[config.mk]
export PLATFORM = sky130hd
export DESIGN_NAME = pipe_adder
export DESIGN_NICKNAME = d
export VERILOG_FILES = /design/src/rtl/adder_pkg.sv /design/src/rtl/adder_slice.sv /design/src/rtl/pipe_adder.sv
export SDC_FILE = /design/constraint.sdc
export NUM_CORES = 1
export LEC_CHECK = 0
export ABC_AREA = 1
export CORE_MARGIN = 1
export CORE_UTILIZATION = 40
export CTS_BUF_LIST = sky130_fd_sc_hd__clkbuf_4 sky130_fd_sc_hd__clkbuf_8
export CTS_CLUSTER_SIZE = 40
export DETAILED_ROUTE_END_ITERATION = 12
export SYNTH_ARGS = -nofsm -noshare
export SYNTH_HDL_FRONTEND = slang
export SYNTH_SLANG_ARGS = --single-unit
[constraint.sdc]
create_clock -name clk -period 2.9 [get_ports clk]
set_input_delay 0.29 -clock clk [delete_from_list [all_inputs] [get_ports clk]]
set_output_delay 0.29 -clock clk [all_outputs]
set_load 0.03 [all_outputs]
[src/rtl/adder_pkg.sv]
// Shared definitions for the pipelined adder.
//   ADD_WIDTH_DEF / ADD_STAGES_DEF : default operand width and pipeline depth
//   add_mode_e                     : add/subtract mode encoding carried on 'sub'
//   full_add                       : the team's one-bit full-adder cell, {cout, s}
package adder_pkg;

  localparam int ADD_WIDTH_DEF  = 16;
  localparam int ADD_STAGES_DEF = 4;

  typedef enum logic {
    MODE_ADD = 1'b0,
    MODE_SUB = 1'b1
  } add_mode_e;

  function automatic logic [1:0] full_add(input logic x, input logic y, input logic ci);
    return {(x & y) | (ci & (x ^ y)), x ^ y ^ ci};
  endfunction

endpackage

[src/rtl/adder_slice.sv]
// W-bit combinational ripple-carry slice built from the full-adder cell.
//   a, b : slice operands (b already inverted by the caller for subtract)
//   cin  : carry into bit 0
//   s    : slice sum
//   cout : carry out of the slice MSB
module adder_slice
  import adder_pkg::*;
#(
  parameter int W = 4
) (
  input  logic [W-1:0] a,
  input  logic [W-1:0] b,
  input  logic         cin,
  output logic [W-1:0] s,
  output logic         cout
);

  logic [W:0] c;

  assign c[0] = cin;

  for (genvar i = 0; i < W; i++) begin : g_bit
    assign {c[i+1], s[i]} = full_add(a[i], b[i], c[i]);
  end

  assign cout = c[W];

endmodule

[src/rtl/pipe_adder.sv]
// Pipelined add/subtract unit: WIDTH-bit operands split into STAGES slices,
// one slice added per stage with the carry registered between stages.
// Valid/ready handshake on both sides; one global advance stalls everything.
//   clk, rst_n          : clock, asynchronous active-low reset
//   in_valid, in_ready  : input handshake (in_ready depends only on output side)
//   a, b, cin, sub      : operands, carry in, mode (sub=1 -> a - b, cin ignored)
//   out_valid, out_ready: output handshake
//   s, cout, ovf, zero  : result, carry out, signed overflow, result-is-zero
module pipe_adder
  import adder_pkg::*;
#(
  parameter int WIDTH  = ADD_WIDTH_DEF,
  parameter int STAGES = ADD_STAGES_DEF
) (
  input  logic             clk,
  input  logic             rst_n,
  input  logic             in_valid,
  output logic             in_ready,
  input  logic [WIDTH-1:0] a,
  input  logic [WIDTH-1:0] b,
  input  logic             cin,
  input  logic             sub,
  output logic             out_valid,
  input  logic             out_ready,
  output logic [WIDTH-1:0] s,
  output logic             cout,
  output logic             ovf,
  output logic             zero
);

  localparam int W = WIDTH / STAGES;

  logic             advance;
  add_mode_e        mode;
  logic [WIDTH-1:0] b_eff;
  logic             cin_eff;

  assign advance  = !out_valid || out_ready;
  assign in_ready = advance;

  assign mode    = add_mode_e'(sub);
  assign b_eff   = (mode == MODE_SUB) ? ~b : b;
  assign cin_eff = (mode == MODE_SUB) ? 1'b1 : cin;

  for (genvar k = 0; k < STAGES; k++) begin : g_st
    localparam int LO = k * W;       // first bit of the slice added here
    localparam int BW = WIDTH - LO;  // B' bits not yet consumed

    // x_i carries completed sum bits below LO and untouched A bits from LO up,
    // so the same vector serves as the A delay line and the low-sum realigner.
    logic [WIDTH-1:0] x_i;
    logic [BW-1:0]    b_i;
    logic             c_i;
    logic             v_i;
    logic [W-1:0]     s_sl;
    logic             c_sl;
    logic [WIDTH-1:0] x_n;

    if (k == 0) begin : g_src
      assign x_i = a;
      assign b_i = b_eff;
      assign c_i = cin_eff;
      assign v_i = in_valid;
    end else begin : g_src
      assign x_i = g_st[k-1].g_reg.x_p;
      assign b_i = g_st[k-1].g_reg.b_p;
      assign c_i = g_st[k-1].g_reg.c_p;
      assign v_i = g_st[k-1].g_reg.vld_p;
    end

    adder_slice #(
      .W (W)
    ) u_slice (
      .a    (x_i[LO +: W]),
      .b    (b_i[W-1:0]),
      .cin  (c_i),
      .s    (s_sl),
      .cout (c_sl)
    );

    always_comb begin
      x_n          = x_i;
      x_n[LO +: W] = s_sl;
    end

    if (k == STAGES - 1) begin : g_out
      // ---- final stage boundary: output register ----
      // Bubbles leave the held result untouched; only out_valid follows them.
      always_ff @(posedge clk or negedge rst_n) begin
        if (!rst_n) begin
          out_valid <= 1'b0;
          s         <= '0;
          cout      <= 1'b0;
          ovf       <= 1'b0;
          zero      <= 1'b0;
        end else if (advance) begin
          out_valid <= v_i;
          if (v_i) begin
            s    <= x_n;
            cout <= c_sl;
            ovf  <= (x_i[WIDTH-1] == b_i[W-1]) && (x_n[WIDTH-1] != x_i[WIDTH-1]);
            zero <= (x_n == '0);
          end
        end
      end
    end else begin : g_reg
      logic [WIDTH-1:0] x_p;
      logic [BW-W-1:0]  b_p;
      logic             c_p;
      logic             vld_p;

      // ---- stage k boundary: carry, partial sum and skewed operands ----
      always_ff @(posedge clk or negedge rst_n) begin
        if (!rst_n) begin
          vld_p <= 1'b0;
        end else if (advance) begin
          vld_p <= v_i;
        end
      end

      always_ff @(posedge clk) begin
        if (advance) begin
          x_p <= x_n;
          b_p <= b_i[BW-1:W];
          c_p <= c_sl;
        end
      end
    end
  end

endmodule
Word-level counts from Yosys, hierarchy flattened
Index checks and enable logic that the tools add are counted.

operators by class
  equal/unequal tests = 2
  muxes and demuxes = 2
  bitwise gates (word level) = 81
  reductions and logical operators = 5

operators with widths
  operator               count
  1-bit AND              32
  1-bit XOR              32
  16-bit logical NOT     1
  16-bit 2-to-1 mux      1
  16-bit inverter        1
  1-bit bitwise OR       16
  2-bit AND reduction    1
  1-bit == test          1
  1-bit logical AND      1
  1-bit logical NOT      1
  1-bit logical OR       1
  1-bit 2-to-1 mux       1
  1-bit inequality test  1

word-level totals
  register bits = 98
  input port bits = 38
  logic and storage cells = 107

Logic depth before layout (Yosys ltp)
Gate-level depths: netlist of run 1.

  depth after elaboration = 11
  depth in mapped cells = 13
  mapped depth without buffers = 13

Modules after synthesis
A second synthesis of run 1 with hierarchy kept.

second synthesis, totals
  cell total of the unflattened synthesis = 263
  area, all modules = 3,844.9 µm²

by module, submodules not included
  module       times used  cells each  area each (µm²)  sequential area each (µm²)
  pipe_adder   1           207         3,374.5          2,827.7
  adder_slice  4           14          117.6            0.0

Least setup slack after synthesis of run 1
No wires, ideal clock.

  kind = register to register
  start point = reg out_valid
  end point = reg g_st[0].g_reg.b_p[0], enable pin
  setup time = 0.441 ns
  data arrival time = 2.369 ns
  required time = 2.459 ns
  path slack = 0.090 ns
  cell stages (with the launch flop) = 4
  buffers on the path = 0
  clock period less this slack = 2.810 ns
  cell sequence = dfrtp_1 -> inv_1 -> nor2_4 -> inv_1

on the way
  cells in the longest elaborated chain, start to end = 2

ends and longest elaborated chain
  what                      line               RTL
  start: declaration        pipe_adder.sv:23   output logic out_valid,
  start signal: assignment  pipe_adder.sv:97   out_valid <= v_i;
  1-bit logical NOT         pipe_adder.sv:38   assign advance = !out_valid || out_ready;
  1-bit logical OR          pipe_adder.sv:38
  net in_ready              pipe_adder.sv:18   output logic in_ready,
  end signal: assignment    pipe_adder.sv:124  b_p <= b_i[BW-1:W];
  end: declaration          pipe_adder.sv:108  logic [BW-W-1:0] b_p;

The timed path passes the listed nets, and every way through them passes these cells.
A chain may end at the register's enable or synchronous reset.

Worst setup path in the final report of run 1
  start point = reg g_st[2].g_reg.x_p[12]
  end point = reg zero

on the way
  cells in the longest elaborated chain, start to end = 9
  elaborated cells on any way between the ends = 13

ends and longest elaborated chain
  what                      line               RTL
  start: declaration        pipe_adder.sv:107  logic [WIDTH-1:0] x_p;
  start signal: assignment  pipe_adder.sv:123  x_p <= x_n;
  1-bit XOR                 adder_pkg.sv:16    return {(x & y) | (ci & (x ^ y)), x ^ y ^ ci};
  1-bit AND                 adder_pkg.sv:16
  1-bit bitwise OR          adder_pkg.sv:16
  1-bit AND                 adder_pkg.sv:16
  1-bit bitwise OR          adder_pkg.sv:16
  1-bit AND                 adder_pkg.sv:16
  1-bit bitwise OR          adder_pkg.sv:16
  1-bit XOR                 adder_pkg.sv:16
  16-bit logical NOT (*)    pipe_adder.sv:102  zero <= (x_n == '0);
  end signal: assignment    pipe_adder.sv:102
  end: declaration          pipe_adder.sv:28   output logic zero

Every way passes the cells marked *; elsewhere a longest branch is shown, timed or not.

==> results of run 1 <==
==> per-stage QoR <==
stage / cells / instance area [um2] / util, %
global route: 457 / 4830 / 51.8
floorplan: 257 / 3880 / -
finish: 457 / 4830 / 51.8
global placement: 441 / 4590 / 49.2
CTS: 457 / 4830 / 51.8
detailed placement: 441 / 4590 / 49.2
==> layout make-up <==
class / instances / area (um2)
Inverter: 38 / 148
Sequential cell: 98 / 2830
Timing Repair Buffer: 60 / 608
Tap cell: 129 / 161
Fill cell: 830 / 4490
Clock inverter: 5 / 103
Clock buffer: 11 / 139
Multi-Input combinational cell: 116 / 847
==> kinds of logic (layout without fill, tap and decap cells) <==
family	Yosys count	after routing	synth area share [%]
buf+inv	43	114	5.29
compound gates	4	4	0.806
fa+ha+maj	17	17	8.58
simple gates	79	79	8.84
flops	98	98	72.9
xor+xnor	16	16	3.61
==> state kept, by name, summed over array words and instances, names as in the netlist <==
register	cells
g_st.g_reg.x_p	48
ovf	1
zero	1
g_st.g_reg.b_p	24
g_st.g_reg.vld_p	3
cout	1
s	16
out_valid	1
g_st.g_reg.c_p	3
==> worst reg2reg max path: cells and delay by family, from the launching register on <==
kind / cells / cell delay (ns)
adders and majority gates: 4 / 1.40
buffers and inverters: 4 / 0.26
DFF: 1 / 0.36
and+or+nand+nor: 5 / 0.31
==> cell usage after synthesis <==
library cell / n
ha_1: 1
o21ai_0: 1
nor2_8: 1
xnor2_1: 2
buf_6: 2
edfxtp_1: 75
nand3_1: 2
inv_1: 36
or2_2: 1
xor2_1: 14
buf_12: 1
nor2_4: 1
nor2_1: 11
nand2_1: 56
inv_2: 1
o21ai_2: 3
inv_6: 1
buf_4: 2
fa_1: 16
dfrtp_1: 23
nand2_2: 7
==> where the power goes <==
| part | internal (mW) | switching [mW] |
|---|---|---|
| sequential | 2.17 | 0.201 |
| clock | 0.591 | 0.439 |
| combinational | 0.579 | 0.900 |
==> metal layers <==
metal | global-route usage, % | vias to the layer above | routed length, um | part of all wire (%)
li1 | - | 948 | - | -
met1 | 14.5 | 856 | 2400 | 46
met2 | 17.5 | 45 | 2470 | 48
met3 | 3.33 | 7 | 218 | 4.2
met4 | 6.02 | 0 | 76 | 1.5
met5 | 0 | - | 0 | 0
==> worst paths after layout <==
| check | endpoint | slack (ns) | startpoint |
|---|---|---|---|
| min in group asynchronous | g_st[1].g_reg.vld_p | 0.50 | rst_n |
| worst max register to register | zero | 0.48 | g_st[2].g_reg.x_p[12] |
| max in group asynchronous | s[3] | 1.79 | rst_n |
| worst min register to register | g_st[1].g_reg.x_p[2] | 0.42 | g_st[0].g_reg.x_p[2] |
| worst max-delay path | zero | 0.48 | g_st[2].g_reg.x_p[12] |
| worst min-delay path | g_st[1].g_reg.x_p[2] | 0.42 | g_st[0].g_reg.x_p[2] |
==> metrics.txt, run 1 <==
DR WL/cell 11.3 um; syn nets about 310; Tcrit/Tclk final between 80% and 90%; Pins Over Slew Limit 0; final net count 378; Worst setup SP type register; unrepaired setup endpoints after global routing no; # IOs 59; cell count along the critical path 13; H-tree depth 3; post-cts repair resize count 0; Starting Density between 40% and 50%; Critical Path Slowest Stage Cell fa_1; Vias/cell slightly above 4; detailed placement HPWL around 3.6 mm; Final setup viols 0; overall power between 4 and 5 mW; port bufs 58; Min-Delay Path Class register to register; number of global-route vias before repair 1,805; num rows 35; CTS Hold Buffers Added 0; Final ANT Viol Nets 0; largest area contributor in the netlist edfxtp_1; Max FO, Critical Path 4; core area 9330 um2; Final Hold Viols 0; n_diodes 0; Worst Hold Margin roughly 0.42 ns; Cell Chain, Critical Path inv_1 -> fa_1 -> inv_1 -> fa_1 -> fa_1 -> inv_1 -> fa_1 -> nand2_1 -> inv_1 -> nand2_1 -> nor2_1 -> nand3_1 -> nand2_1; commonest non-fill, non-tap cell in the layout edfxtp_1; via total after detailed routing around 1,900; Layout Skew around 0.011 ns; top cell type's share of synthesized area 58.0%; drt total wl ~5.2 mm; slowest stage delay, CP around 0.47 ns; WHS Path Cells 0; Cells after Synth 257; CTS Buffer Depth 2; Worst EP arrival 2.66 ns; chip width ~100 um; setup ws final between 0.4 and 0.5 ns; grt ovf 0; maximum vdd drop between 0.0003 and 0.0004 V; Distinct cells, synth 21; worst path bufs/invs 4; clock transition at the registers of the reported paths about 0.090 ns; synthesis-to-layout area growth 24.6%; Worst Reg-to-Reg Cells 13; pre-CTS setup slack between 0.1 and 0.15 ns; Root Buffer clkbuf_8; Critical Path RT 3.14 ns; routability congestion estimate around 0.68; Worst slew margin 32.1%; Seq/Total Area, Yosys between 70% and 80%; most frequent cells in the layout edfxtp_1, clkdlybuf4s50_1, nand2_1; Synth area leaders edfxtp_1, dfrtp_1, fa_1, nand2_1, inv_1; fmax approximately 410 MHz; 1st-pass router iterations 4; global-route wire length before repair 8.46 mm; max-cap viol count 0; Final min period approximately 2.4 ns; critical path class register to register; leakage a little over 2 nW; endpoint class of the critical path register; CP top delay family adder cells; Netlist Area Pre-Place 3880 um2; Worst-Margin Slew between 1 and 1.5 ns; postcts setup bufs 0; drc violations 0; Sink Count 98; die footprint roughly 10,000 um2; pin count of the biggest net entering global routing 81; die height 100 um; antenna violations before repair 0; setup TNS after final layout 0 ns; CTS Buf Count 9; 1st-iter DRT viols 75; CTS tree yes; status complete, no violations; #FFs+latches synth 98; Worst-Skew Late Latency 0.35 ns; syn_area_per_cell approximately 15 um2; power density cells between 1000 and 1500 nW/um2; layout cells sized above 1 around a tenth; gr usage total 11.3%; Yosys Warn Count 0
(Power assumes the default switching activity.)
==> run 2, diff against run 1 <==
Clock period 2.9 ns to 2.3 ns, I/O delays scaled along.
==> run 2 against run 1 <==
  * The run now ends with setup timing left
  * Global-route usage is 0.075 points higher
  * Clock power is 5% lower
  * Worst hold slack worse by 0.20 ns
  * Critical path type unchanged
==> metrics.txt, run 2 (synthesized netlist as in run 1, its figures left out) <==
port bufs slightly below 60; routability congestion estimate around 0.70; Critical Path Slowest Stage Cell fa_2; pin count of the biggest net entering global routing 81; Final Hold Viols 0; status complete, but fails checks; maximum vdd drop approximately 0.00034 V; n_diodes 0; Worst-Margin Slew 0.408 ns; Largest register FFs 48; clock transition at the registers of the reported paths around 0.090 ns; CP top delay family adder cells; die footprint ~10,000 um2; met1 Usage GRT between 10 and 15%; met3 usage 2.22%; final net count 381; failing checks setup timing; Tcrit/Tclk final 101%; max-cap viol count 0; commonest non-fill, non-tap cell in the layout edfxtp_1; Root Buffer clkbuf_8; Critical Path RT about 2.6 ns; power density cells 1230 nW/um2; Final setup viols 1; 1st-pass router iterations 4; Worst EP arrival ~2.6 ns; num rows 35; final cell count without fillers 460; most frequent cells in the layout edfxtp_1, clkdlybuf4s50_1, nand2_1; layout cells sized above 1 about 15%; unrepaired setup endpoints after global routing yes; Vias/cell 4.13; 1st-iter DRT viols between 60 and 70; die height around 100 um; synthesis-to-layout area growth 24.1%; endpoint class of the critical path register; leakage slightly below 2 nW; # IOs between 50 and 60; CTS Buffer Depth 2; critical path class register to register; overall power about 5.9 mW; most used routing layer met2; H-tree depth 3; setup ws final -0.0170 ns; Min-Delay Path Class input pin to asynchronous set/reset pin; Top Registers g_st.g_reg.x_p x48, g_st.g_reg.b_p x24, s x16; detailed placement HPWL around 3.5 mm; CTS Hold Buffers Added 0; Worst setup SP type register; Final ANT Viol Nets 0; Max FO, Critical Path 4; total placed cells including tap cells 444; Pins Over Slew Limit 0; Largest Register g_st.g_reg.x_p; met2 GRT Util a little under a fifth; grt ovf 0; global-route wire length before repair 8.65 mm; pre-CTS setup slack -0.418 ns; via total after detailed routing between 1,500 and 2,000; Layout Skew 0.00942 ns; CTS Buf Count 9; Sink Count 98; Worst-Skew Late Latency between 0.3 and 0.4 ns; Starting Density roughly two fifths; DR WL/cell 11.2 um; postcts setup bufs 0; drc violations 0; CTS tree yes; Cell Chain, Critical Path inv_2 -> fa_1 -> inv_1 -> fa_2 -> fa_2 -> inv_2 -> fa_2 -> nand2_1 -> inv_1 -> nand2_1 -> nor2_1 -> nand3_1 -> nand2_1; drt total wl approximately 5.2 mm; chip width 100 um; worst path bufs/invs 4; fmax 432 MHz; core area just over 9000 um2; number of global-route vias before repair about 2,000; gr usage total a little under an eighth; Worst slew margin roughly 73%; # fillers between 800 and 900; antenna violations before repair 0; slowest stage delay, CP around 0.46 ns; Final min period around 2.3 ns
==> run 2: cell count changes in the layout (fill, tap and decap cells not counted), sizes merged <==
cell           before  now
clkdlybuf4s50      58   57
buf                 2    5
dlygate4sd2         0    1
clkbuf             11    9
clkinvlp            1    4
clkinv              1    3
bufinv              3    0
==> run 2: final timing paths <==
path	startpoint	depth (start not counted)	slack, ns	end
worst min-delay path	rst_n	2	0.22	g_st[0].g_reg.vld_p
worst max-delay path	g_st[2].g_reg.x_p[12]	13	-0.02	zero
worst min register to register	g_st[0].g_reg.x_p[2]	0	0.42	g_st[1].g_reg.x_p[2]
max in group asynchronous	rst_n	2	1.84	out_valid
worst max register to register	g_st[2].g_reg.x_p[12]	13	-0.02	zero
min in group clk	in_valid	3	0.40	g_st[0].g_reg.vld_p
==> run 2: metal layers <==
metal  routed length, um  vias to the layer above
li1                    -                      955
met5                   0                        -
met1                2320                      883
met2                2460                       52
met4                 133                        0
met3                 248                       12
==> run 2: stage by stage <==
stage	instance area, um2	hold slack (ns)	setup TNS, ns	utilization [%]
2_1_floorplan	3880	-0.0656	-10.34	-
3_3_place_gp	4620	0.401	-0.710	49.5
3_5_place_dp	4620	0.405	-0.920	49.5
4_1_cts	4800	0.223	-0.0559	51.5
5_1_grt	4810	0.240	-0.346	51.6
6_report	4810	0.221	-0.0170	51.6
==> run 2: timing repair <==
item,in CTS,in global routing
pin swaps,3,3
gates resized for setup,5,6
endpoints found under the setup margin,4,4
==> run 2: area by class of cell <==
cell class                      instances  area (um2)  area share (%)
Sequential cell                        98        2830            58.8
Multi-Input combinational cell        116         865            18.0
Timing Repair Buffer                   63         629            13.1
Tap cell                              129         161            3.35
Inverter                               38         151            3.15
Clock buffer                            9         124            2.57
Clock inverter                          7        53.8            1.12
==> run 2: report_power, final <==
part	internal, mW	switching [mW]	total, mW	leakage (nW)
Combinational	0.785	1.16	1.94	0.851
Sequential	2.73	0.260	3.00	1.05
Clock	0.398	0.585	0.983	0.0818
Total	3.92	2.00	5.92	1.98
==> run 2: worst register-to-register path: cells and delay by family (launching register included) <==
family        cells  cell delay (ns)
fa+ha+maj         4             1.31
buf+inv           4             0.23
flops             1             0.39
simple gates      5             0.29
==> run 3, diff against run 2 <==
Settings changed: CORE_UTILIZATION 40 to 50, PLACE_DENSITY set to 0.75, RECOVER_POWER set to 100.
==> run 3 against run 2 <==
  * The flow still finishes with violations (setup timing)
  * Highest routed layer unchanged
  * Sequential share of layout area up 0.51 points
  * Wire length is 2.1% lower
  * Count of clock-buffer cells in the layout unchanged
  * Die area down 20%
  * Clock power up 11%
  * Worst hold slack better by 0.18 ns
  * Non-clock buffer count unchanged
==> metrics.txt, run 3 (synthesized netlist as in run 1, its figures left out) <==
Worst setup SP type register; Final ANT Viol Nets 0; R2R setup slack -0.06 ns; CP top delay family adder cells; Worst Reg-to-Reg Cells 13; Cell Chain, Critical Path inv_2 -> fa_2 -> inv_2 -> fa_2 -> fa_2 -> inv_2 -> fa_1 -> nand2_1 -> inv_1 -> nand2_1 -> nor2_1 -> nand3_1 -> nand2_1; Crit Reg-Reg Endpoint zero; Critical Path Slowest Stage Cell fa_1; power density cells approximately 1300 nW/um2; most frequent cells in the layout edfxtp_1, nand2_1, clkdlybuf4s50_1; hold_sp in_valid; Psw around 2.0 mW; Root Buffer clkbuf_8; via total after detailed routing 1,909; synthesis-to-layout area growth 23.0%; worst path bufs/invs 4; Starting Density 52.6%; Worst EP arrival 2.61 ns; Flop pwr share between 50% and 60%; Largest register FFs between 40 and 50; fmax 424 MHz; Vias/cell 4.44; Sink Count 98; CTS Buffer Depth 2; postcts setup bufs 0; Combinational Power Share 31.4%; num rows 31; clock transition at the registers of the reported paths approximately 0.10 ns; endpoint class of the critical path register; Top Registers g_st.g_reg.x_p x48, g_st.g_reg.b_p x24, s x16; max-cap viol count 0; layout cells sized above 1 12.7%; 1st-pass router iterations 4; Pins Over Slew Limit 0; maximum vdd drop 0.000528 V; setup ws final -0.0569 ns; status complete, but fails checks; chip width between 90 and 100 um; commonest non-fill, non-tap cell in the layout edfxtp_1; Final Instance Area ~4800 um2; Max FO, Critical Path 3; Layout Skew approximately 0.01 ns; slowest stage delay, CP 0.44 ns; r2r startpoint g_st[2].g_reg.c_p; number of global-route vias before repair between 1,500 and 2,000; Final min period ~2.4 ns; 1st-iter DRT viols 71; unrepaired setup endpoints after global routing yes; Largest Register g_st.g_reg.x_p; # fillers between 500 and 600; DR WL/cell ~12 um; WHS Path Cells 3; Final Util approximately 65%; leakage around 2.0 nW; critical path class register to register; drt total wl 5.06 mm; Switching Fraction about a third; CTS Buf Count 9; Hold EP g_st[0].g_reg.vld_p; antenna violations before repair 0; die footprint around 8100 um2; H-tree depth 3; Min-Delay Path Class input pin to register; Worst-Margin Slew 1.20 ns; pin count of the biggest net entering global routing 81; Clock power frac 18.3%; die height 90.1 um; Worst slew margin slightly below 20%; Final setup viols 2; pre-CTS setup slack -0.530 ns; Worst-Skew Late Latency between 0.3 and 0.4 ns; Critical Path RT 2.55 ns; drc violations 0; CTS tree yes; failing checks setup timing; core area between 7000 and 8000 um2; Post-DP Area around 4600 um2; setup TNS after final layout -0.109 ns; Internal around 4 mW; port bufs 58; # IOs 59; detailed placement HPWL ~3.5 mm; Final Hold Viols 0; global-route wire length before repair roughly 8.6 mm; Worst Hold Margin ~0.4 ns; routability congestion estimate 0.683; n_diodes 0; Tcrit/Tclk final 102%; gr usage total ~14%; final net count 381; grt ovf 0
## run 3: cell count changes in the layout (fill, tap and decap cells not counted), moves of 2 or more
cell	before	now
fa_2	6	4
nand2_2	7	4
buf_4	4	2
dlygate4sd3_1	0	14
nand2_1	56	59
clkbuf_1	0	2
clkdlybuf4s50_1	57	42
fa_1	10	12
## run 3: power by group through the flow
stage	clock (mW)	combinational, mW	sequential [mW]
4_1_cts	1.12	1.94	3.01
3_5_place_dp	0	1.93	3.05
3_3_place_gp	0	1.86	3.02
2_1_floorplan	0	0.987	3.31
6_report	1.09	1.87	3.00
5_1_grt	1.19	2.11	3.08
## run 3: metrics by stage
stage | power, mW | std cells
floorplan | 4.30 | 257
global placement | 4.88 | 414
detailed placement | 4.97 | 414
CTS | 6.07 | 430
global route | 6.37 | 430
finish | 5.97 | 430
## run 3: worst reg2reg max path, cell delays in order (launching register included)
cell and delay [ns]:
edfxtp_1 0.40, inv_2 0.09, fa_2 0.21, inv_2 0.04, fa_2 0.35, fa_2 0.35, inv_2 0.06, fa_1 0.44
nand2_1 0.09, inv_1 0.04, nand2_1 0.05, nor2_1 0.04, nand3_1 0.05, nand2_1 0.05
## run 3: routing by layer
| layer | vias up | global-route usage [%] | share of wire [%] |
|---|---|---|---|
| met5 | - | 0 | 0 |
| met4 | 0 | 8.06 | 2.5 |
| met3 | 11 | 3.13 | 4.4 |
| met2 | 56 | 22.1 | 49 |
| met1 | 885 | 17.6 | 44 |
| li1 | 957 | - | - |
## run 3: worst max-delay path by stage
stage / depth (start not counted) / slack, ns / startpoint / end
5_1_grt: 13 / -0.20 / g_st[2].g_reg.c_p / zero
3_3_place_gp: 8 / -0.40 / sub / g_st[0].g_reg.x_p[3]
3_5_place_dp: 8 / -0.53 / sub / g_st[0].g_reg.x_p[3]
6_report: 13 / -0.06 / g_st[2].g_reg.c_p / zero
4_1_cts: 13 / -0.04 / g_st[2].g_reg.x_p[12] / zero
2_1_floorplan: 3 / -0.14 / out_valid / g_st[0].g_reg.b_p[0]
## run 3: area by class of cell
class | instances | area (um2) | area share [%]
Sequential cell | 98 | 2830 | 59.3
Multi-Input combinational cell | 116 | 853 | 17.9
Timing Repair Buffer | 63 | 612 | 12.8
Inverter | 38 | 151 | 3.17
Clock buffer | 9 | 124 | 2.60
Tap cell | 99 | 124 | 2.60
Clock inverter | 7 | 78.8 | 1.65
## run 3: repair_timing
item                                   in CTS  in global routing
pin swaps                                   2                  7
endpoints found under the hold margin       0                  0
setup endpoints to repair                   4                  4
hold buffers                                0                  0
resized for setup                           6                  5
